<file path="src/rtl/dequantization_if.sv">
// Stream bundle for the dequantizer: quantized activations in, {exponent, mantissa} words out.
// The slave modport is the dequantizer; the master modport is whatever feeds and drains it.
interface dequantization_if #(
   parameter int input_width  = 8,
   parameter int output_width = 20
);
   logic                    in_valid;
   logic                    in_ready;
   logic [input_width-1:0]  ifm_input;
   logic                    in_last;
   logic                    out_valid;
   logic                    out_ready;
   logic [output_width-1:0] ofm_output;
   logic                    out_last;

   modport slave (
      input  in_valid, ifm_input, in_last, out_ready,
      output in_ready, out_valid, ofm_output, out_last
   );

   modport master (
      output in_valid, ifm_input, in_last, out_ready,
      input  in_ready, out_valid, ofm_output, out_last
   );
endinterface

</file>
<file path="src/rtl/dequantization.sv">
// Expands 8-bit quantized activations into normalized {exponent, mantissa} words; 2-cycle latency.
// Stalled outputs hold stable; in_ready drops only when both stages are full and out_ready is low.
module dequantization #(
   parameter int input_width  = 8,
   parameter int output_width = 20,
   parameter int exp_bias     = 127
) (
   input  logic                clk,
   input  logic                rst,
   dequantization_if.slave     bus,
   output logic [15:0]         frame_count,
   output logic                busy
);
   localparam int M  = output_width - 8;
   localparam int PW = (input_width > 1) ? $clog2(input_width) : 1;

   typedef struct packed {
      logic [7:0]   exponent;
      logic [M-1:0] mantissa;
   } word_t;

   logic                   advance;
   logic                   s1_valid;
   logic                   s1_last;
   logic                   s1_zero;
   logic [input_width-1:0] s1_q;
   logic [PW-1:0]          s1_p;
   logic [PW-1:0]          lead_idx;
   logic [7:0]             shift;
   word_t                  enc;

   assign advance      = !bus.out_valid || bus.out_ready;
   assign bus.in_ready = !s1_valid || advance;
   assign busy         = s1_valid || bus.out_valid;

   // Highest set bit wins because later iterations overwrite earlier ones.
   always_comb begin
      lead_idx = '0;
      for (int i = 0; i < input_width; i++) begin
         if (bus.ifm_input[i]) lead_idx = PW'(i);
      end
   end

   always_ff @(posedge clk or posedge rst) begin
      if (rst) begin
         s1_valid <= 1'b0;
         s1_q     <= '0;
         s1_p     <= '0;
         s1_zero  <= 1'b1;
         s1_last  <= 1'b0;
      end else if (bus.in_ready) begin
         s1_valid <= bus.in_valid;
         if (bus.in_valid) begin
            s1_q    <= bus.ifm_input;
            s1_p    <= lead_idx;
            s1_zero <= (bus.ifm_input == '0);
            s1_last <= bus.in_last;
         end
      end
   end

   // Shift the leading one up to the mantissa MSB; the exponent absorbs the shift.
   always_comb begin
      shift        = 8'(M - 1 - int'(s1_p));
      enc.mantissa = M'(s1_q) << shift;
      enc.exponent = 8'(exp_bias) + shift;
      if (s1_zero) begin
         enc.mantissa = '0;
         enc.exponent = 8'(exp_bias);
      end
   end

   always_ff @(posedge clk or posedge rst) begin
      if (rst) begin
         bus.out_valid  <= 1'b0;
         bus.ofm_output <= '0;
         bus.out_last   <= 1'b0;
      end else if (advance) begin
         bus.out_valid <= s1_valid;
         bus.out_last  <= s1_valid && s1_last;
         if (s1_valid) bus.ofm_output <= enc;
      end
   end

   always_ff @(posedge clk or posedge rst) begin
      if (rst) begin
         frame_count <= '0;
      end else if (bus.out_valid && bus.out_ready && bus.out_last) begin
         frame_count <= frame_count + 16'd1;
      end
   end
endmodule

</file>
<file path="src/flat_wrapper.sv">
// flat-port wrapper written by rule: the top's interface ports become plain ports
module dequantization_flat 
#(
   parameter int input_width  = 8,
   parameter int output_width = 20,
   parameter int exp_bias     = 127
)
  (clk, rst, frame_count, busy, bus_in_valid, bus_ifm_input, bus_in_last, bus_out_ready, bus_in_ready, bus_out_valid, bus_ofm_output, bus_out_last);
  dequantization_if #(.input_width(input_width), .output_width(output_width)) bus_i ();
  input  logic clk;
  input  logic rst;
  output logic [15:0] frame_count;
  output logic busy;
  input wire logic [$bits(bus_i.in_valid)-1:0] bus_in_valid;
  input wire logic [$bits(bus_i.ifm_input)-1:0] bus_ifm_input;
  input wire logic [$bits(bus_i.in_last)-1:0] bus_in_last;
  input wire logic [$bits(bus_i.out_ready)-1:0] bus_out_ready;
  output wire logic [$bits(bus_i.in_ready)-1:0] bus_in_ready;
  output wire logic [$bits(bus_i.out_valid)-1:0] bus_out_valid;
  output wire logic [$bits(bus_i.ofm_output)-1:0] bus_ofm_output;
  output wire logic [$bits(bus_i.out_last)-1:0] bus_out_last;
  assign bus_i.in_valid = bus_in_valid;
  assign bus_i.ifm_input = bus_ifm_input;
  assign bus_i.in_last = bus_in_last;
  assign bus_i.out_ready = bus_out_ready;
  assign bus_in_ready = bus_i.in_ready;
  assign bus_out_valid = bus_i.out_valid;
  assign bus_ofm_output = bus_i.ofm_output;
  assign bus_out_last = bus_i.out_last;
  dequantization #(.input_width(input_width), .output_width(output_width), .exp_bias(exp_bias)) u_core (.clk(clk), .rst(rst), .bus(bus_i), .frame_count(frame_count), .busy(busy));
endmodule
</file>
<file path="config.mk">
export PLATFORM = sky130hd
export DESIGN_NAME = dequantization_flat
export DESIGN_NICKNAME = d
export VERILOG_FILES = /design/src/rtl/dequantization_if.sv /design/src/rtl/dequantization.sv /design/src/flat_wrapper.sv
export SDC_FILE = /design/constraint.sdc
export NUM_CORES = 1
export LEC_CHECK = 0
export ABC_AREA = 1
export CAP_MARGIN = 40
export CORE_MARGIN = 2
export CORE_UTILIZATION = 32
export CTS_BUF_LIST = sky130_fd_sc_hd__clkbuf_8
export DETAILED_ROUTE_END_ITERATION = 10
export PLACE_DENSITY = 0.57
export SLEW_MARGIN = 20
export SYNTH_ARGS = -nofsm -noshare
export SYNTH_HDL_FRONTEND = slang
export SYNTH_SLANG_ARGS = --single-unit
</file>
<file path="constraint.sdc">
create_clock -name clk -period 1.25 [get_ports clk]
set_input_delay 0.125 -clock clk [delete_from_list [all_inputs] [get_ports clk]]
set_output_delay 0.125 -clock clk [all_outputs]
set_load 0.01 [all_outputs]
</file>
# Word level (Yosys, flattened, before mapping)
# Index checks and enable logic that the tools add are counted.
# W data, S select, Z words.
[totals] regBits=52 output_inout_bits=40
[op_classes] addsub=3 mux=8 n_reduce_logical=11 shifts=1
[op_table] cell="$mux W20" count=1
[op_table] cell="$add A16 B1 Y16 const B" count=1
[op_table] cell="$mux W3" count=4
[op_table] cell="$shl A8 B8 Y12" count=1
[op_table] cell="$add A7 B8 Y8 const A" count=1
[op_table] cell="$logic_not A8 Y1" count=1
[op_table] cell="$sub A4 B3 Y5 const A" count=1
[op_table] cell="$mux W2" count=2
[op_table] cell="$reduce_and A2 Y1" count=2
[op_table] cell="$logic_and A1 B1 Y1" count=3
[op_table] cell="$logic_or A1 B1 Y1" count=3
[op_table] cell="$logic_not A1 Y1" count=2
[op_table] cell="$mux W1" count=1

# Logic depth before layout (Yosys ltp)
[depth] depth_word=7 mapped_depth=8 mapped_depth_nobuf=8

# Least setup slack after synthesis
# Ideal clock, no wire load.
[synth_timing] kind="reg-to-reg" startpoint="register u_core.s1_p[1]" endpoint="register u_core.bus.ofm_output[15]" path_stages_with_launch=6 setup_slack_ns=-0.069 n_path_buf=1 synth_period_minus_slack_ns=1.319 arrival_ns=1.242 path_cell_list="dfrtp_1 -> clkbuf_1 -> inv_1 -> nor3_1 -> ha_1 -> a21oi_1"
[synth_between] elab_chain_cells=3
[synth_rtl] element="from (decl)" line_no="dequantization.sv:27" rtl="logic [PW-1:0] s1_p;"
[synth_rtl] element="from (signal assigned)" line_no="dequantization.sv:55" rtl="s1_p <= lead_idx;"
[synth_rtl] element="$sub A4 B3 Y5" line_no="dequantization.sv:64" rtl="shift = 8'(M - 1 - int'(s1_p));"
[synth_rtl] element="$add A7 B8 Y8" line_no="dequantization.sv:66" rtl="enc.exponent = 8'(exp_bias) + shift;"
[synth_rtl] element="$mux W20" line_no="dequantization.sv:67" rtl="if (s1_zero) begin"
[synth_rtl] element="to (signal assigned)" line_no="dequantization.sv:81" rtl="if (s1_valid) bus.ofm_output <= enc;"
[synth_rtl] element="to (decl)" line_no="dequantization_if.sv:18" rtl="output in_ready, out_valid, ofm_output, out_last"
# No other way between the ends.
# A chain may end at the register's enable or synchronous reset.

# Worst setup path after layout
[layout_timing] startpoint="register u_core.frame_count[1]" endpoint="register u_core.frame_count[4]"
[layout_between] elab_chain_cells=1
[layout_rtl] element="from (decl)" line_no="dequantization.sv:11" rtl="output logic [15:0] frame_count,"
[layout_rtl] element="from (signal assigned)" line_no="dequantization.sv:89" rtl="frame_count <= frame_count + 16'd1;"
[layout_rtl] element="$add A16 B1 Y16" line_no="dequantization.sv:89"
# No other way between the ends.

==> metrics <==
status=finished, violations left; failing checks=negative setup slack; post-synthesis cell count=275; crit path max fanout=3; vias per std cell=4.42; Clock Pin Slew Worst Setup and Hold Paths=0.09 ns; Warnings, synthesis=0; # setup viols final=14; crit path capture=u_core.frame_count[4]; nets=387; Worst Setup Path Type=reg2reg; Hold Path Class=in2async; Final period util=1.03; PwrDens=1340 mW/mm^2; Std-Cell Rows=31; Synth Area in Adders=0.0158; largest net degree at the start of global routing=22; Post-Synth Simple-Gate Area=0.265; max_cap viols=0; CP Capture Type=flop; IO Pins=53; final WL=5670 microns; R2R depth=7; iteration count of the initial detailed-routing pass=4; r2r startpoint=u_core.frame_count[1]; worst r2r dst=u_core.frame_count[4]; # DRC=0; min Tclk post-route=1.29 ns; post-DR wirelength/cell=12.0 microns; vias in the first global route=2,028; Fin Hold WS=0.115 ns; Mapped Area=0.00238 sq mm; DR iter-0 viols=78; Die Y=90.3 microns; ys flop type=dfrtp_1; internal reg-to-reg setup slack=-0.04 ns; Clock Path Buffers=2; H-tree depth=2; Die Footprint=0.00815 sq mm; mux cell area share after synthesis=0.00473; worst slew pin tran=0.299 ns; Fmax achieved=0.778 GHz; #FFs+latches synth=51; clk root buf=clkbuf_8; total clock sinks=51; Post-synth EDFFs=0; largest family of logic cells by synthesized area=simple AND/OR/NAND/NOR gates; GP Congestion=0.805; asr flop ratio synth=1.00; Peak VDD IR=0.597 mV; Slew HR=0.799; Area growth syn-to-layout=49.8%; RSZ-0062 raised after global routing=true; Post-DP HPWL=3990 microns; clk_lat worst skew=0.30 ns; die width=90.3 microns; Worst Setup SP=u_core.frame_count[1]; P_leak=1.81 nW; starting density of the core=0.330; max-slew violation count=0; register area share after synthesis=0.536; # diodes=0; via count=2,082; clk_skew=0.00719 ns; Synth Area in Compound Gates=0.0735; fin util=0.495; Overall Power=0.00478 W; CTS tree=done; All-Layer GR Usage=0.139; startpoint types=flop; global route overflow=0; count of cell types in the netlist=30; post-route worst setup slack=-0.0353 ns; I/O Buffers=52; core area=0.00721 sq mm; Hold-fix buffers, CTS=0; final hold vios=0; CP Data Required Time=1.47 ns; layout cells sized above 1=0.261; initial antenna violation count=0; mean area per synthesized cell=8.66 sq um; ANT nets after route=0; dpl ws=-0.330 ns; Synth Net Count=291; TritonCTS buffer count=5; setup_tns=-0.147 ns; XOR/XNOR Fraction of Synth Area=0.0404; Arr. time, crit path=1.51 ns; global-route wire length before repair=9250 microns
-- critical path, cell delays in order (launching register included) --
cell and delay [ns]:
dfrtp_1 0.38, buf_6 0.11, ha_4 0.13, nand3_4 0.06, nor2_4 0.15, buf_6 0.14, buf_6 0.08, xor2_1 0.15
-- what timing repair did --
item                                    CTS  global route
endpoints found under the setup margin   43            28
cloned                                    0             1
hold endpoints to repair                  0             0
gates resized for setup                  52            46
pin swaps                                 1            11
setup buffers                            17             7
-- sequential cells by signal, summed over array words and instances, names as in the netlist --
register,cells
u_core.frame_count,16
u_core.s1_valid,1
u_core.s1_last,1
u_core.s1_zero,1
u_core.s1_q,8
u_core.bus.ofm_output,19
u_core.bus.out_last,1
u_core.bus.out_valid,1
u_core.s1_p,3
-- cell usage in the layout, fill, tap and decap left out, types with 2 or more instances in the layout --
master / synthesis / layout
nand2_1: 75 / 63
dfrtp_1: 50 / 49
dlygate4sd2_1: 0 / 35
buf_4: 2 / 32
inv_1: 30 / 29
nor2_1: 28 / 25
nand2_2: 4 / 13
o21ai_0: 18 / 12
nand3_1: 16 / 12
clkdlybuf4s50_1: 0 / 11
nor2_4: 5 / 8
o21ai_1: 3 / 8
buf_6: 0 / 8
xnor2_1: 8 / 7
clkbuf_8: 0 / 7
nand4_1: 5 / 5
a21oi_1: 5 / 5
inv_2: 3 / 3
nand2_4: 1 / 3
nand3_4: 1 / 3
xor2_1: 3 / 3
clkbuf_2: 0 / 3
nand3_2: 0 / 2
nor2_2: 2 / 2
o21bai_1: 2 / 2
ha_1: 3 / 2
clkdlybuf4s15_1: 0 / 2
buf_12: 0 / 2
-- metal layers --
metal / part of all wire / GRT usage / routed length (microns) / vias to the layer above
li1: - / - / - / 1056
met3: 0.037 / 0.0326 / 212 / 6
met2: 0.50 / 0.237 / 2840 / 41
met1: 0.45 / 0.177 / 2550 / 979
met5: 0 / 0 / 0 / -
met4: 0.012 / 0.0410 / 67 / 0
-- cells in the mapped netlist, types with 2 or more instances --
cell       n  share of area
inv_1     30          0.047
xnor2_1    8          0.029
nand3_1   16          0.034
o21bai_1   2         0.0063
a21oi_1    5          0.011
o21ai_0   18          0.038
ha_1       3          0.016
nor2_4     5          0.024
o21ai_1    3         0.0063
dfrtp_1   50           0.53
inv_2      3         0.0047
buf_2      2         0.0042
nand2_1   75           0.12
nand4_1    5          0.013
nand2_2    4          0.011
nor2_1    28          0.044
nor2_2     2         0.0053
xor2_1     3          0.011
buf_4      2         0.0063
-- kinds of logic after synthesis --
group,Yosys count
simple gates,139
xor+xnor,11
buf+inv,38
fa+ha+maj,3
mux,1
compound gates,32
flops,51
-- through the flow --
step                std cells  instance area (sq um)
detailed placement        438                   3160
global placement          438                   3160
floorplan                 275                   2390
global route              471                   3570
CTS                       463                   3370
finish                    471                   3570
-- final cells by class --
type / instances / area (sq um)
Clock buffer: 7 / 96.3
Clock inverter: 1 / 3.75
Fill cell: 745 / 3640
Inverter: 33 / 133
Multi-Input combinational cell: 186 / 1090
Sequential cell: 51 / 1280
Tap cell: 99 / 124
Timing Repair Buffer: 94 / 847
-- power by group --
| part | internal (W) | switching (W) | total (W) |
|---|---|---|---|
| Combinational | 0.000817 | 0.000807 | 0.00162 |
| Sequential | 0.00193 | 0.000187 | 0.00211 |
| Clock | 0.000498 | 0.000541 | 0.00104 |
-- worst min path at each step --
stage / slack [ns] / from / endpoint / cells past startpoint
after detailed placement: 0.45 / rst / u_core.frame_count[4] / 2
after CTS: 0.12 / rst / u_core.frame_count[4] / 2
final: 0.11 / rst / u_core.frame_count[4] / 2
after global routing: 0.14 / rst / u_core.frame_count[4] / 2
after global placement: 0.45 / rst / u_core.frame_count[4] / 2
after floorplan: 0.17 / rst / u_core.bus.ofm_output[0] / 1
Power figures use the tool's default switching activity.
